[config.mk]
export PLATFORM = sky130hd
export DESIGN_NAME = serial_adder_flat
export DESIGN_NICKNAME = d
export VERILOG_FILES = /design/src/rtl/serial_adder_if.sv /design/src/rtl/serial_adder.sv /design/src/flat_wrapper.sv
export SDC_FILE = /design/constraint.sdc
export NUM_CORES = 1
export LEC_CHECK = 0
export ABC_AREA = 1
export CAP_MARGIN = 20
export CORE_ASPECT_RATIO = 1.5
export CORE_MARGIN = 8
export CORE_UTILIZATION = 35
export DETAILED_ROUTE_END_ITERATION = 16
export PLACE_DENSITY = 0.67
export SLEW_MARGIN = 10
export SYNTH_ARGS = -nofsm -noshare
export SYNTH_HDL_FRONTEND = slang
export SYNTH_SLANG_ARGS = --single-unit
[constraint.sdc]
create_clock -name clk -period 1.6 [get_ports clk]
set_input_delay 0.32 -clock clk [delete_from_list [all_inputs] [get_ports clk]]
set_output_delay 0.32 -clock clk [all_outputs]
set_load 0.02 [all_outputs]
[src/rtl/serial_adder_if.sv]
// rtl/serial_adder_if.sv - start/busy/done handshake and operand/result bus for serial_adder
interface serial_adder_if #(
  parameter int WIDTH = 8
);
  logic             start;
  logic [WIDTH-1:0] A;
  logic [WIDTH-1:0] B;
  logic             C_in;
  logic             busy;
  logic             done;
  logic [WIDTH-1:0] Sum;
  logic             C_out;

  modport master (
    output start, A, B, C_in,
    input  busy, done, Sum, C_out
  );

  modport slave (
    input  start, A, B, C_in,
    output busy, done, Sum, C_out
  );
endinterface

[src/rtl/serial_adder.sv]
// rtl/serial_adder.sv - bit-serial ripple adder, LSB first, one bit per clock
// Sum/C_out are only written on entry to DONE so they hold between completions.
module serial_adder #(
  parameter int WIDTH = 8
) (
  input  logic           clk,
  input  logic           rst_n,
  serial_adder_if.slave  bus
);
  localparam int CW = $clog2(WIDTH + 1);

  typedef enum logic [1:0] {IDLE = 2'd0, ADD = 2'd1, DONE = 2'd2} state_t;

  state_t           state_q;
  logic [WIDTH-1:0] a_q, b_q, res_q, sum_q;
  logic             carry_q, cout_q, busy_q, done_q;
  logic [CW-1:0]    cnt_q;

  logic [1:0]       ha0, ha1;
  logic             s_bit, carry_d, last_bit;
  logic [WIDTH-1:0] res_d;

  // {carry, sum}
  function automatic logic [1:0] half_adder(input logic x, input logic y);
    return {x & y, x ^ y};
  endfunction

  always_comb begin
    ha0      = half_adder(a_q[0], b_q[0]);
    ha1      = half_adder(ha0[0], carry_q);
    s_bit    = ha1[0];
    carry_d  = ha0[1] | ha1[1];
    res_d    = WIDTH'({s_bit, res_q} >> 1);
    last_bit = (cnt_q == CW'(WIDTH - 1));
  end

  always_ff @(posedge clk) begin
    if (!rst_n) begin
      state_q <= IDLE;
      a_q     <= '0;
      b_q     <= '0;
      res_q   <= '0;
      sum_q   <= '0;
      carry_q <= 1'b0;
      cout_q  <= 1'b0;
      busy_q  <= 1'b0;
      done_q  <= 1'b0;
      cnt_q   <= '0;
    end else begin
      case (state_q)
        IDLE: begin
          if (bus.start) begin
            a_q     <= bus.A;
            b_q     <= bus.B;
            carry_q <= bus.C_in;
            res_q   <= '0;
            cnt_q   <= '0;
            busy_q  <= 1'b1;
            state_q <= ADD;
          end
        end
        ADD: begin
          a_q     <= a_q >> 1;
          b_q     <= b_q >> 1;
          res_q   <= res_d;
          carry_q <= carry_d;
          cnt_q   <= cnt_q + CW'(1);
          if (last_bit) begin
            sum_q   <= res_d;
            cout_q  <= carry_d;
            busy_q  <= 1'b0;
            done_q  <= 1'b1;
            state_q <= DONE;
          end
        end
        DONE: begin
          done_q  <= 1'b0;
          state_q <= IDLE;
        end
        default: begin
          busy_q  <= 1'b0;
          done_q  <= 1'b0;
          state_q <= IDLE;
        end
      endcase
    end
  end

  assign bus.busy  = busy_q;
  assign bus.done  = done_q;
  assign bus.Sum   = sum_q;
  assign bus.C_out = cout_q;
endmodule

[src/flat_wrapper.sv]
// flat-port wrapper written by rule: the top's interface ports become plain ports
module serial_adder_flat 
#(
  parameter int WIDTH = 8
)
  (clk, rst_n, bus_start, bus_A, bus_B, bus_C_in, bus_busy, bus_done, bus_Sum, bus_C_out);
  serial_adder_if #(.WIDTH(WIDTH)) bus_i ();
  input  logic clk;
  input  logic rst_n;
  input wire logic [$bits(bus_i.start)-1:0] bus_start;
  input wire logic [$bits(bus_i.A)-1:0] bus_A;
  input wire logic [$bits(bus_i.B)-1:0] bus_B;
  input wire logic [$bits(bus_i.C_in)-1:0] bus_C_in;
  output wire logic [$bits(bus_i.busy)-1:0] bus_busy;
  output wire logic [$bits(bus_i.done)-1:0] bus_done;
  output wire logic [$bits(bus_i.Sum)-1:0] bus_Sum;
  output wire logic [$bits(bus_i.C_out)-1:0] bus_C_out;
  assign bus_i.start = bus_start;
  assign bus_i.A = bus_A;
  assign bus_i.B = bus_B;
  assign bus_i.C_in = bus_C_in;
  assign bus_busy = bus_i.busy;
  assign bus_done = bus_i.done;
  assign bus_Sum = bus_i.Sum;
  assign bus_C_out = bus_i.C_out;
  serial_adder #(.WIDTH(WIDTH)) u_core (.clk(clk), .rst_n(rst_n), .bus(bus_i));
endmodule
==> Word-level counts from Yosys, hierarchy flattened <==
Index checks and enable logic that the tools add are counted.
{ "classes": {"bitwise": 7, "add_sub_neg": 1, "n_eq_ne": 5, "muxes": 18, "reduce_logical": 7} }
{ "ops": {"columns": ["cell", "count"], "rows": [
  ["$pmux 8 s2", 3],
  ["$mux 8", 3],
  ["$pmux 4 s2", 1],
  ["$reduce_and 2->1", 4],
  ["$add 4x1->4 const B", 1],
  ["$eq 4x3->1 const B", 1],
  ["$mux 1", 4],
  ["$mux 2", 2],
  ["$mux 4", 1],
  ["$pmux 1 s2", 2],
  ["$pmux 2 s2", 1],
  ["$pmux 1 s3", 1],
  ["$reduce_and 3->1", 1],
  ["$and 1x1->1", 2],
  ["$eq 2x1->1 const B", 1],
  ["$eq 2x2->1 const B", 1],
  ["$logic_not 2->1", 1],
  ["$ne 2x1->1 const B", 1],
  ["$ne 2x2->1 const B", 1],
  ["$not 1->1", 2],
  ["$reduce_bool 2->1", 1],
  ["$xor 1x1->1", 2],
  ["$or 1x1->1", 1]
]} }
{ "word_totals": {"register_bits": 42, "output_inout_bits": 11, "input_bits": 20, "elab_cells": 48} }

==> Depth between registers and ports, before layout <==
Gate-level depths: netlist of run 1.
{ "logic_depth": {"word_depth": 4, "depth_mapped": 7, "depth_no_buf": 6} }

==> Least setup slack after synthesis of run 1 <==
OpenSTA, ideal clock, no wires.
{ "synth_timing": {"kind": "register to register", "start": "register u_core.cnt_q[0]", "end": "register u_core.sum_q[0] (netlist: u_core.bus.Sum[0])", "arrival_time_ps": 1123, "setup_slack_ps": 404, "t_required_ps": 1528, "path_stages_with_launch": 8, "path_cell_list": "dfxtp_1 -> ha_1 -> nand2_1 -> nor2_1 -> nand2_1 -> clkbuf_1 -> nand2_1 -> a21oi_1"} }
{ "synth_via": {"elab_chain_len": 2} }
{ "synth_rtl": {"columns": ["item", "line", "text"], "rows": [
  ["start: declaration", "serial_adder.sv:17", "logic [CW-1:0] cnt_q;"],
  ["start signal: assignment", "serial_adder.sv:67", "cnt_q <= cnt_q + CW'(1);"],
  ["$eq 4x3->1", "serial_adder.sv:34", "last_bit = (cnt_q == CW'(WIDTH - 1));"],
  ["$reduce_and 2->1 (no source line)", null, null],
  ["end signal: assignment", "serial_adder.sv:69", "sum_q <= res_d;"],
  ["end: declaration", "serial_adder.sv:15", "logic [WIDTH-1:0] a_q, b_q, res_q, sum_q;"]
]} }
No other way between the ends.
A chain may end at the register's enable or synchronous reset.

==> Final worst setup path of run 1 <==
{ "layout_timing": {"start": "register u_core.done_q (netlist: u_core.bus.done)", "end": "output bus_done"} }
{ "layout_lines": {"columns": ["item", "line", "text"], "rows": [
  ["start: declaration", "serial_adder.sv:16", "logic carry_q, cout_q, busy_q, done_q;"],
  ["start signal: assignment", "serial_adder.sv:47", "done_q <= 1'b0;"],
  ["start signal: assignment", "serial_adder.sv:72", "done_q <= 1'b1;"],
  ["start signal: assignment", "serial_adder.sv:77", "done_q <= 1'b0;"],
  ["end: declaration", "flat_wrapper.sv:15", "output wire logic [$bits(bus_i.done)-1:0] bus_done;"]
]} }
No word-level cell between the ends.

==> results of run 1 <==
[cell usage after synthesis (all sizes together)]
library cell	n	area (µm²)
nand3	48	240.2
nand2	62	237.7
a21oi	14	70.07
inv	20	75.07
o21ai	6	30.03
ha	1	12.51
nor2	28	107.6
o21a	1	7.510
clkbuf	3	11.26
clkinv	1	3.750
o22ai	5	31.28
fa	1	20.02
dfxtp	41	820.8
buf	12	65.06
[worst register-to-register path, delay by kind of cell (launching register included)]
kind | cells | cell delay, ns
AO/OA/AOI/OAI | 1 | 0.07
adder cells (fa/ha/maj) | 1 | 0.17
flip-flops | 1 | 0.37
AND/OR/NAND/NOR | 4 | 0.65
[sequential cells by signal (all words and copies together) (netlist names)]
register / count
u_core.b_q: 8
u_core.carry_q: 1
u_core.state_q: 2
u_core.res_q: 7
u_core.bus.C_out: 1
u_core.bus.done: 1
u_core.cnt_q: 4
u_core.a_q: 8
u_core.bus.busy: 1
u_core.bus.Sum: 8
[routing by layer]
metal	global-route usage [%]	vias to the layer above
met1	11.74	695
met2	21.23	28
met4	4.482	0
met3	2.358	5
li1	-	839
met5	0	-
[logic make-up (layout without fill, tap and decap cells)]
group,Yosys count,after routing
AND/OR/NAND/NOR,138,138
buffers and inverters,36,68
adder cells (fa/ha/maj),2,2
flip-flops,41,41
AO/OA/AOI/OAI,26,26
[layout by cell type, fill, tap and decap left out]
| cell type | instances |
|---|---|
| nand2_1 | 60 |
| nand3_1 | 48 |
| dfxtp_1 | 41 |
| clkdlybuf4s50_1 | 29 |
| nor2_1 | 27 |
| inv_1 | 19 |
| a21oi_1 | 14 |
| buf_4 | 9 |
| o21ai_0 | 6 |
| o22ai_1 | 5 |
| clkbuf_8 | 5 |
| nand2_2 | 2 |
| inv_2 | 1 |
| nor2_2 | 1 |
| clkinv_1 | 1 |
| o21a_1 | 1 |
| fa_1 | 1 |
| ha_1 | 1 |
| bufinv_16 | 1 |
| clkinv_2 | 1 |
| dlymetal6s2s_1 | 1 |
| buf_12 | 1 |
[final cells by class]
cell class	count	share of cell area [%]
Multi-Input combinational cell	166	33.89
Tap cell	66	3.697
Clock buffer	5	3.081
Inverter	21	3.529
Timing Repair Buffer	40	17.48
Sequential cell	41	36.75
Clock inverter	2	1.569
[worst min-delay path by stage]
stage,from,to,slack [ns],cells past startpoint
CTS,u_core.bus.Sum[1],u_core.bus.Sum[1],0.46,2
finish,u_core.bus.C_out,u_core.bus.C_out,0.46,2
floorplan,u_core.cnt_q[0],u_core.cnt_q[0],0.45,1
detailed placement,u_core.bus.C_out,u_core.bus.C_out,0.45,2
global placement,u_core.bus.Sum[1],u_core.bus.Sum[1],0.45,2
global route,u_core.bus.Sum[2],u_core.bus.Sum[2],0.49,2
[power breakdown]
part | switching [mW] | internal, mW | leakage [nW] | total (mW)
Combinational | 0.142 | 0.116 | 0.562 | 0.258
Sequential | 0.0212 | 1.06 | 0.334 | 1.08
Clock | 0.334 | 0.453 | 0.0540 | 0.787
[through the flow]
step                      util (%)  setup WS [ns]  cell area, µm²
final                        46.44        0.04456            2233
after global routing         46.44      0.0006084            2233
after global placement       44.22         0.1156            2127
after detailed placement     44.22        0.08736            2127
after floorplan                  -         0.4045            1733
after CTS                    46.38        0.01837            2231
[what timing repair did]
action,in CTS,in global routing
resized for setup,0,1
setup endpoints to repair,0,1
hold buffers,0,0
==> metrics.log, run 1 <==
INFO  metric post-cts-setup-buffer-count = 0
INFO  metric setup.reg_to_reg.worst_slack = 0.23 ns
INFO  metric finalWeightedCongestion = between 0.8 and 0.9
INFO  metric drc = 0
INFO  metric design.core.area = roughly 4800 µm²
INFO  metric critical-path-top-delay-family = buffers and inverters
INFO  metric vias_in_the_first_global_route = 1555
INFO  metric placement_rows = 31
INFO  metric clk-insertion-delay-late = 0.28 ns
INFO  metric global_route_wire_length_before_repair = approximately 6700 µm
INFO  metric timing_worst_setup_path_type = reg -> out
INFO  metric fillerInstances = 531
INFO  metric design_power_total = roughly 2.1 mW
INFO  metric outcome = completed
INFO  metric num_clock_sinks = slightly above 40
INFO  metric route.detailed.vias_per_inst = about 4.6
INFO  metric tritonroute_pass_1_iters = 4
INFO  metric cp_slowest_cell = clkdlybuf4s50_1
INFO  metric dieHeight = 102.2 µm
INFO  metric grt_antenna_before_repair = 0
INFO  metric yosysWarningCount = 0
INFO  metric timing.max_slew.rel_slack = a little over two thirds
INFO  metric critPathBufInv = 1
INFO  metric die_area = between 7000 and 8000 µm²
INFO  metric largest_net_degree_at_the_start_of_global_routing = 26
INFO  metric nets = 297
INFO  metric wire_per_inst = 11.74 µm
INFO  metric finClkSkew = 0.005486 ns
INFO  metric launching_instance_or_port_of_the_critical_path = u_core.bus.done
INFO  metric whs = 0.4586 ns
INFO  metric place.detailed.hpwl = 2841 µm
INFO  metric fin_crit_sh = a little over nine tenths
INFO  metric cp-endpoint = bus_done
INFO  metric antenna-diode-count = 0
INFO  metric synth-seq-cells = 41
INFO  metric synth_simple_gate_area_share = between 30 and 40%
INFO  metric reg2reg_depth = 6
INFO  metric timing.critical_path.depth = 1
INFO  metric setup_total_negative_slack = 0 ns
INFO  metric syn_area_per_cell = a little over 7 µm²
INFO  metric syn-instance-count = about 240
INFO  metric slew_viol_final = 0
INFO  metric synth_top_family_by_area = simple AND/OR/NAND/NOR gates
INFO  metric critical_path.startpoint_type = flop
INFO  metric highest_layer = met4
INFO  metric max-clock-path-buffers = 2
INFO  metric power_density = 950.3 nW/µm²
INFO  metric tritoncts = built
INFO  metric cells_traversed_along_the_worst_timing_path = clkdlybuf4s50_1
INFO  metric post_synth_fa_ha_maj_area_fraction = under 10%
INFO  metric cell_area_after_synthesis = between 1500 and 2000 µm²
INFO  metric initial_core_util = 36.03%
INFO  metric top_level_ports = 31
INFO  metric cts_root_buf = clkbuf_8
INFO  metric port_buffers = 30
INFO  metric finalWirelength = around 4000 µm
INFO  metric finalNonFillerCells = 341
INFO  metric multi_input_area = between 700 and 800 µm²
INFO  metric grt.overflow.total = 0
INFO  metric worstPathRequired = between 1 and 1.5 ns
INFO  metric synth.net_count = ~270
INFO  metric synth_xor_xnor_area_share = 0%
INFO  metric grt.total_usage = roughly 11%
INFO  metric achievable-frequency = 642.9 MHz
INFO  metric critical_path.max_fanout = 2
INFO  metric layout-area-overhead-vs-synth = 28.88%
INFO  metric timing.hold.worst.class = reg -> reg
INFO  metric dr_wl_met2 = about 2100 µm
INFO  metric post-place-cells = 334
INFO  metric ys_types = 19
INFO  metric die_width = 73.45 µm
INFO  metric dr_wl_met3 = 170 µm
INFO  metric rsz_0062_raised_after_global_routing = no
INFO  metric cts.clk_slew.worst_paths = 0.08 ns
INFO  metric htreeDepth = 2
INFO  metric synth_compound_area_share = 8.014%
INFO  metric peakVddDrop = about 500 µV
INFO  metric worstReg2RegEnd = u_core.bus.Sum[6]
INFO  metric setup.worst_path.end_class = output pin
INFO  metric route.antenna.remaining_nets = 0
INFO  metric drtIter0Drc = ~110
INFO  metric finalSetupViolCount = 0
INFO  metric regArea = 820.8 µm²
INFO  metric finalHoldViolCount = 0
INFO  metric cts-buffers-inserted = 5
INFO  metric worst-slew-pin-transition = 0.4473 ns
INFO  metric wl_met1 = around 1700 µm
INFO  metric delay_of_the_slowest_critical_path_stage = just over 0.6 ns
INFO  metric max_cap_violations = 0
INFO  metric final_layout_size_suffix_gt1_share = between 7 and 8%
INFO  metric final.min_clock_period = ~1.6 ns
INFO  metric detailroute.via_count = ~1600
INFO  metric cellLeakagePower = 0.9495 nW
INFO  metric synth.yosys.seq_area_share = 47.36%
INFO  metric worst_r2r_startpoint = u_core.cnt_q[0]
INFO  metric cp_data_arrival_time = ~1.2 ns
INFO  metric yosys-mux-area-fraction = 0%
(Power assumes the default switching activity.)
==> run 2: changes to the inputs <==
--- a/config.mk
+++ b/config.mk
@@ -10,6 +10,8 @@
 export CORE_ASPECT_RATIO = 1.5
 export CORE_MARGIN = 8
 export CORE_UTILIZATION = 35
+export CTS_BUF_LIST = sky130_fd_sc_hd__clkbuf_8
+export CTS_CLUSTER_DIAMETER = 80
 export DETAILED_ROUTE_END_ITERATION = 16
 export PLACE_DENSITY = 0.67
 export SLEW_MARGIN = 10
==> results of run 2 <==
The final DEF is identical to that of run 1; final timing and power are the same.
